### config.mk
export PLATFORM = sky130hd
export DESIGN_NAME = fetch_unit
export DESIGN_NICKNAME = d
export VERILOG_FILES = /design/src/rtl/fetch_unit_pkg.sv /design/src/rtl/fetch_unit.sv
export SDC_FILE = /design/constraint.sdc
export NUM_CORES = 1
export LEC_CHECK = 0
export ABC_AREA = 1
export CAP_MARGIN = 20
export CELL_PAD_IN_SITES_DETAIL_PLACEMENT = 2
export CELL_PAD_IN_SITES_GLOBAL_PLACEMENT = 2
export CORE_MARGIN = 4
export CORE_UTILIZATION = 35
export CTS_CLUSTER_DIAMETER = 50
export DETAILED_ROUTE_END_ITERATION = 10
export DONT_BUFFER_PORTS = 1
export HOLD_SLACK_MARGIN = 0.03
export PLACE_DENSITY_LB_ADDON = 0.2
export SETUP_SLACK_MARGIN = 0.3
export SYNTH_ARGS = -nofsm -noshare
export SYNTH_HDL_FRONTEND = slang
export SYNTH_SLANG_ARGS = --single-unit
### constraint.sdc
create_clock -name clk -period 2.2 [get_ports clk]
set_clock_uncertainty 0.1 [all_clocks]
set_input_delay 0.33 -clock clk [delete_from_list [all_inputs] [get_ports clk]]
set_output_delay 0.33 -clock clk [all_outputs]
set_load 0.1 [all_outputs]
### src/rtl/fetch_unit_pkg.sv
// Shared definitions for the instruction fetch stage: FSM encoding and PC
// alignment constants.
package fetch_unit_pkg;

    typedef enum logic [1:0] {
        IDLE = 2'd0,
        REQ  = 2'd1,
        WAIT = 2'd2,
        HOLD = 2'd3
    } fetch_state_e;

    localparam int INST_BYTES = 4;

    // Low PC bits that are always zero for word-aligned instructions.
    localparam logic [1:0] PC_ALIGN_MASK = 2'b11;

endpackage

### src/rtl/fetch_unit.sv
// Instruction fetch stage: one outstanding read on the instruction bus,
// valid/ready hand-off to the decoder, and PC redirects from execute.
module fetch_unit
    import fetch_unit_pkg::*;
#(
    parameter int                    pc_width   = 32,
    parameter int                    inst_width = 32,
    parameter logic [pc_width-1:0]   pc_init    = '0
) (
    input  logic                     clk,
    input  logic                     rst,
    output logic                     ir_addr_valid,
    input  logic                     ir_addr_ready,
    output logic [pc_width-1:0]      ir_addr,
    input  logic                     ir_data_valid,
    output logic                     ir_data_ready,
    input  logic [inst_width-1:0]    ir_data,
    output logic                     inst_valid,
    input  logic                     inst_ready,
    output logic [inst_width-1:0]    inst,
    output logic [pc_width-1:0]      inst_pc,
    input  logic                     pc_load,
    input  logic [pc_width-1:0]      pc_target
);

    fetch_state_e              state_q, state_d;
    logic [pc_width-1:0]       pc_q, pc_d;
    logic                      discard_q, discard_d;
    logic [inst_width-1:0]     inst_q, inst_d;
    logic [pc_width-1:0]       inst_pc_q, inst_pc_d;

    logic [pc_width-1:0]       pc_inc;
    logic [pc_width-1:0]       redirect_pc;

    assign pc_inc      = pc_q + pc_width'(INST_BYTES);
    assign redirect_pc = pc_target & ~pc_width'(PC_ALIGN_MASK);

    always_ff @(posedge clk or negedge rst) begin
        if (!rst) begin
            state_q   <= IDLE;
            pc_q      <= pc_init;
            discard_q <= 1'b0;
            inst_q    <= '0;
            inst_pc_q <= pc_init;
        end else begin
            state_q   <= state_d;
            pc_q      <= pc_d;
            discard_q <= discard_d;
            inst_q    <= inst_d;
            inst_pc_q <= inst_pc_d;
        end
    end

    // A redirect always wins over the sequential pc+4; discard marks the
    // single in-flight read whose data must be thrown away when it returns.
    always_comb begin
        state_d   = state_q;
        pc_d      = pc_q;
        discard_d = discard_q;
        inst_d    = inst_q;
        inst_pc_d = inst_pc_q;

        case (state_q)
            IDLE: begin
                state_d = REQ;
            end
            REQ: begin
                if (pc_load) begin
                    pc_d = redirect_pc;
                end
                if (ir_addr_ready) begin
                    state_d   = WAIT;
                    discard_d = pc_load;
                end
            end
            WAIT: begin
                if (pc_load) begin
                    pc_d = redirect_pc;
                end
                if (ir_data_valid) begin
                    if (discard_q || pc_load) begin
                        discard_d = 1'b0;
                        state_d   = REQ;
                    end else begin
                        inst_d    = ir_data;
                        inst_pc_d = pc_q;
                        state_d   = HOLD;
                    end
                end else if (pc_load) begin
                    discard_d = 1'b1;
                end
            end
            HOLD: begin
                if (pc_load) begin
                    pc_d    = redirect_pc;
                    state_d = REQ;
                end else if (inst_ready) begin
                    pc_d    = pc_inc;
                    state_d = REQ;
                end
            end
            default: begin
                state_d = IDLE;
            end
        endcase
    end

    assign ir_addr_valid = (state_q == REQ);
    assign ir_addr       = pc_q;
    assign ir_data_ready = (state_q == WAIT);
    assign inst_valid    = (state_q == HOLD);
    assign inst          = inst_q;
    assign inst_pc       = inst_pc_q;

endmodule

==> results_dict.tcl <==
set metrics [dict create \
    cp_max_fo 17 \
    place_ws_ns 0.244 \
    num-fill-cells 1485 \
    path_clk_slew_ns 0.07 \
    area.growth.synth_to_final_pct 29.3 \
    clockBufferDepth 2 \
    grt.total_usage_pct 22.9 \
    fin_crit_sh_pct 83.4 \
    clock_latency_ns 0.35 \
    rrSetupSlack_ns 0.36 \
    dieWidth_um 126 \
    die_h_um 126 \
    multiInputGateArea_mm2 0.00223 \
    io_pins 169 \
    violations "hold timing" \
    cp-end-kind "flop" \
    ys_types 27 \
    min_period_ns 1.84 \
    synth_largest_area_cell "dfrtp_1" \
    arrival_ns 1.98 \
    slew_violations 0 \
    drv_cap 0 \
    crit_buf_inv 5 \
    slowest_stage "dfrtp_2" \
    htreeDepth 3 \
    finalSetupViolations 0 \
    worstPathRequired_ns 2.35 \
    coreArea_mm2 0.0134 \
    path_cells "inv_1, ha_4, inv_1, o21ai_4, inv_1, buf_4, o21ai_0, nand2_1, nand2_1, inv_1" \
    cts_root_buffer "clkbuf_16" \
    critical-path-top-delay-family "buffers and inverters" \
    firstDrtPassIters 4 \
    synth_edf_count 0 \
    dp_hpwl_um 12400 \
    outcome "finished with violations" \
    layout.nets 774 \
    seq_area_mm2 0.00242 \
    grt_overflow 0 \
    cts_buffers 9 \
    critPathMostFrequentCell "inv_1" \
    critPathMaxStageDelay_ns 0.40 \
    grt_setup_unrepaired "yes" \
    diodes 0 \
    tightest_slew_ns 0.942 \
    drtAntennaViolNets 0 \
    r2r-start "state_q[0]" \
    globalplace.congestion 0.805 \
    vias 4507 \
    hold_buffers 33 \
    fin_ws_ns 0.364 \
    postRouteWirelength_um 17900 \
    wl_per_cell_um 20.4 \
    drt_iter0_markers 154 \
    dieArea_mm2 0.0158 \
    yosysWarnings 0 \
    hold_path_class "in2async" \
    reg2reg_to "ir_addr[14]" \
    slew-limit-headroom_pct 37.2 \
    start_util_pct 36.3 \
    synthDominantCellAreaShare_pct 48.9 \
    cts_tree "done" \
    grt_pass1_vias 5039 \
    drive_gt1_share_pct 24.9 \
    crit_type "reg2reg" \
    grt_max_degree 96 \
    ys_seq_area_share_pct 48.9 \
    drc 0 \
    rows 42 \
    routed_via_density 5.12 \
    max_freq_ghz 0.545 \
    grt_pass1_wl_um 28700 \
    syn_area_per_cell_um2 8.07 \
    yosysMostFrequentCell "nand2_1" \
    ys_ff_latch 95 \
    rr_worst_depth 10 \
    worstSetupStartpointType "flop" \
    antenna_found_initial 0 \
    synthesis.instances 603 \
    syn_area_mm2 0.00486 \
    worst_hold_slack_ns -0.434 \
    synth_common_cells "184 x nand2_1, 95 x dfrtp_1, 80 x nor2_1" \
    finalHoldViolations 95 \
    yosys-top-cells-area "dfrtp_1 49%, nand2_1 14%, mux2_2 8.1%" \
    portBuffers 0 \
    cts.sinks 95 \
    ys_async_sr_fraction_pct 100 \
    tns_ns 0 \
    synth_ff_type "dfrtp_1" \
]
==> how the worst max path moves through the flow <==
stage / startpoint / end / slack [ns] / cells after the start
6_report: state_q[0] / ir_addr[14] / 0.36 / 10
4_1_cts: state_q[1] / ir_addr[13] / 0.29 / 10
3_3_place_gp: state_q[0] / ir_addr[14] / 0.36 / 9
3_5_place_dp: state_q[0] / ir_addr[14] / 0.24 / 9
5_1_grt: state_q[0] / ir_addr[14] / 0.26 / 11
2_1_floorplan: ir_addr[3] / ir_addr[14] / 0.35 / 10
==> layout by cell type, fill, tap and decap left out <==
cell type	n
ha_4	2
nor2_1	76
clkinv_4	2
nor2_4	5
ha_2	2
ha_1	1
nand2_4	2
nand4_1	3
buf_6	2
dfrtp_4	2
mux2_2	35
o21ai_4	1
nor2_2	6
o22ai_1	5
buf_12	2
dfrtp_2	27
a31oi_1	1
dlygate4sd3_1	33
bufinv_16	1
nand2_1	184
xor2_1	2
inv_6	4
inv_8	1
dfrtp_1	66
clkbuf_16	9
a21oi_1	10
o2111ai_1	1
inv_1	50
and2_1	2
nand3_1	35
o21ai_0	54
conb_1	4
buf_4	70
a22oi_1	2
nand2_2	2
==> cell type report <==
| class | count | share of cell area, % |
|---|---|---|
| clock buffer | 9 | 3.58 |
| clock inverter | 7 | 1.35 |
| inverter | 51 | 3.12 |
| multi-input combinational | 435 | 35.4 |
| sequential | 95 | 38.4 |
| tap | 176 | 3.50 |
| timing repair buffer | 107 | 14.6 |
==> logic make-up (layout without fill, tap and decap cells) <==
family / count (synthesis) / count (layout) / synth area share, %
AO/OA/AOI/OAI: 74 / 74 / 7.95
XOR/XNOR: 2 / 2 / 0.360
adder cells (fa/ha/maj): 5 / 5 / 1.29
buffers and inverters: 76 / 174 / 7.02
flip-flops: 95 / 95 / 48.9
multiplexers: 35 / 35 / 8.10
other: 1 / 4 / 0.0771
AND/OR/NAND/NOR: 315 / 315 / 26.3
==> per-layer routing <==
layer	vias up	global-route usage, %	routed length, um	part of all wire, %
met1	2244	29.7	7800	43
met5	-	0	0	0
li1	2100	-	-	-
met2	145	38.7	8640	48
met3	18	5.12	1220	6.8
met4	0	6.12	283	1.6
==> state kept, by name (all words and copies together) (netlist names) <==
name / count
inst: 32
discard_q: 1
state_q: 2
inst_pc: 30
ir_addr: 30
==> stage by stage <==
| stage | area, um^2 | std cells | util (%) |
|---|---|---|---|
| global placement | 5560 | 826 | 41.5 |
| CTS | 6230 | 876 | 46.5 |
| detailed placement | 5560 | 826 | 41.5 |
| finish | 6290 | 880 | 47.0 |
| global route | 6290 | 880 | 47.0 |
| floorplan | 4940 | 606 | - |
==> repair_timing <==
action / in CTS / in global routing
setup buffers: 1 / 4
endpoints found under the setup margin: 24 / 18
gates resized for setup: 7 / 10
pin swaps: 0 / 2
endpoints found under the hold margin: 128 / 95
Power is left out: the tool's default activity adds up to more than one toggle a clock period on the data nets, which glitch-free logic cannot reach.
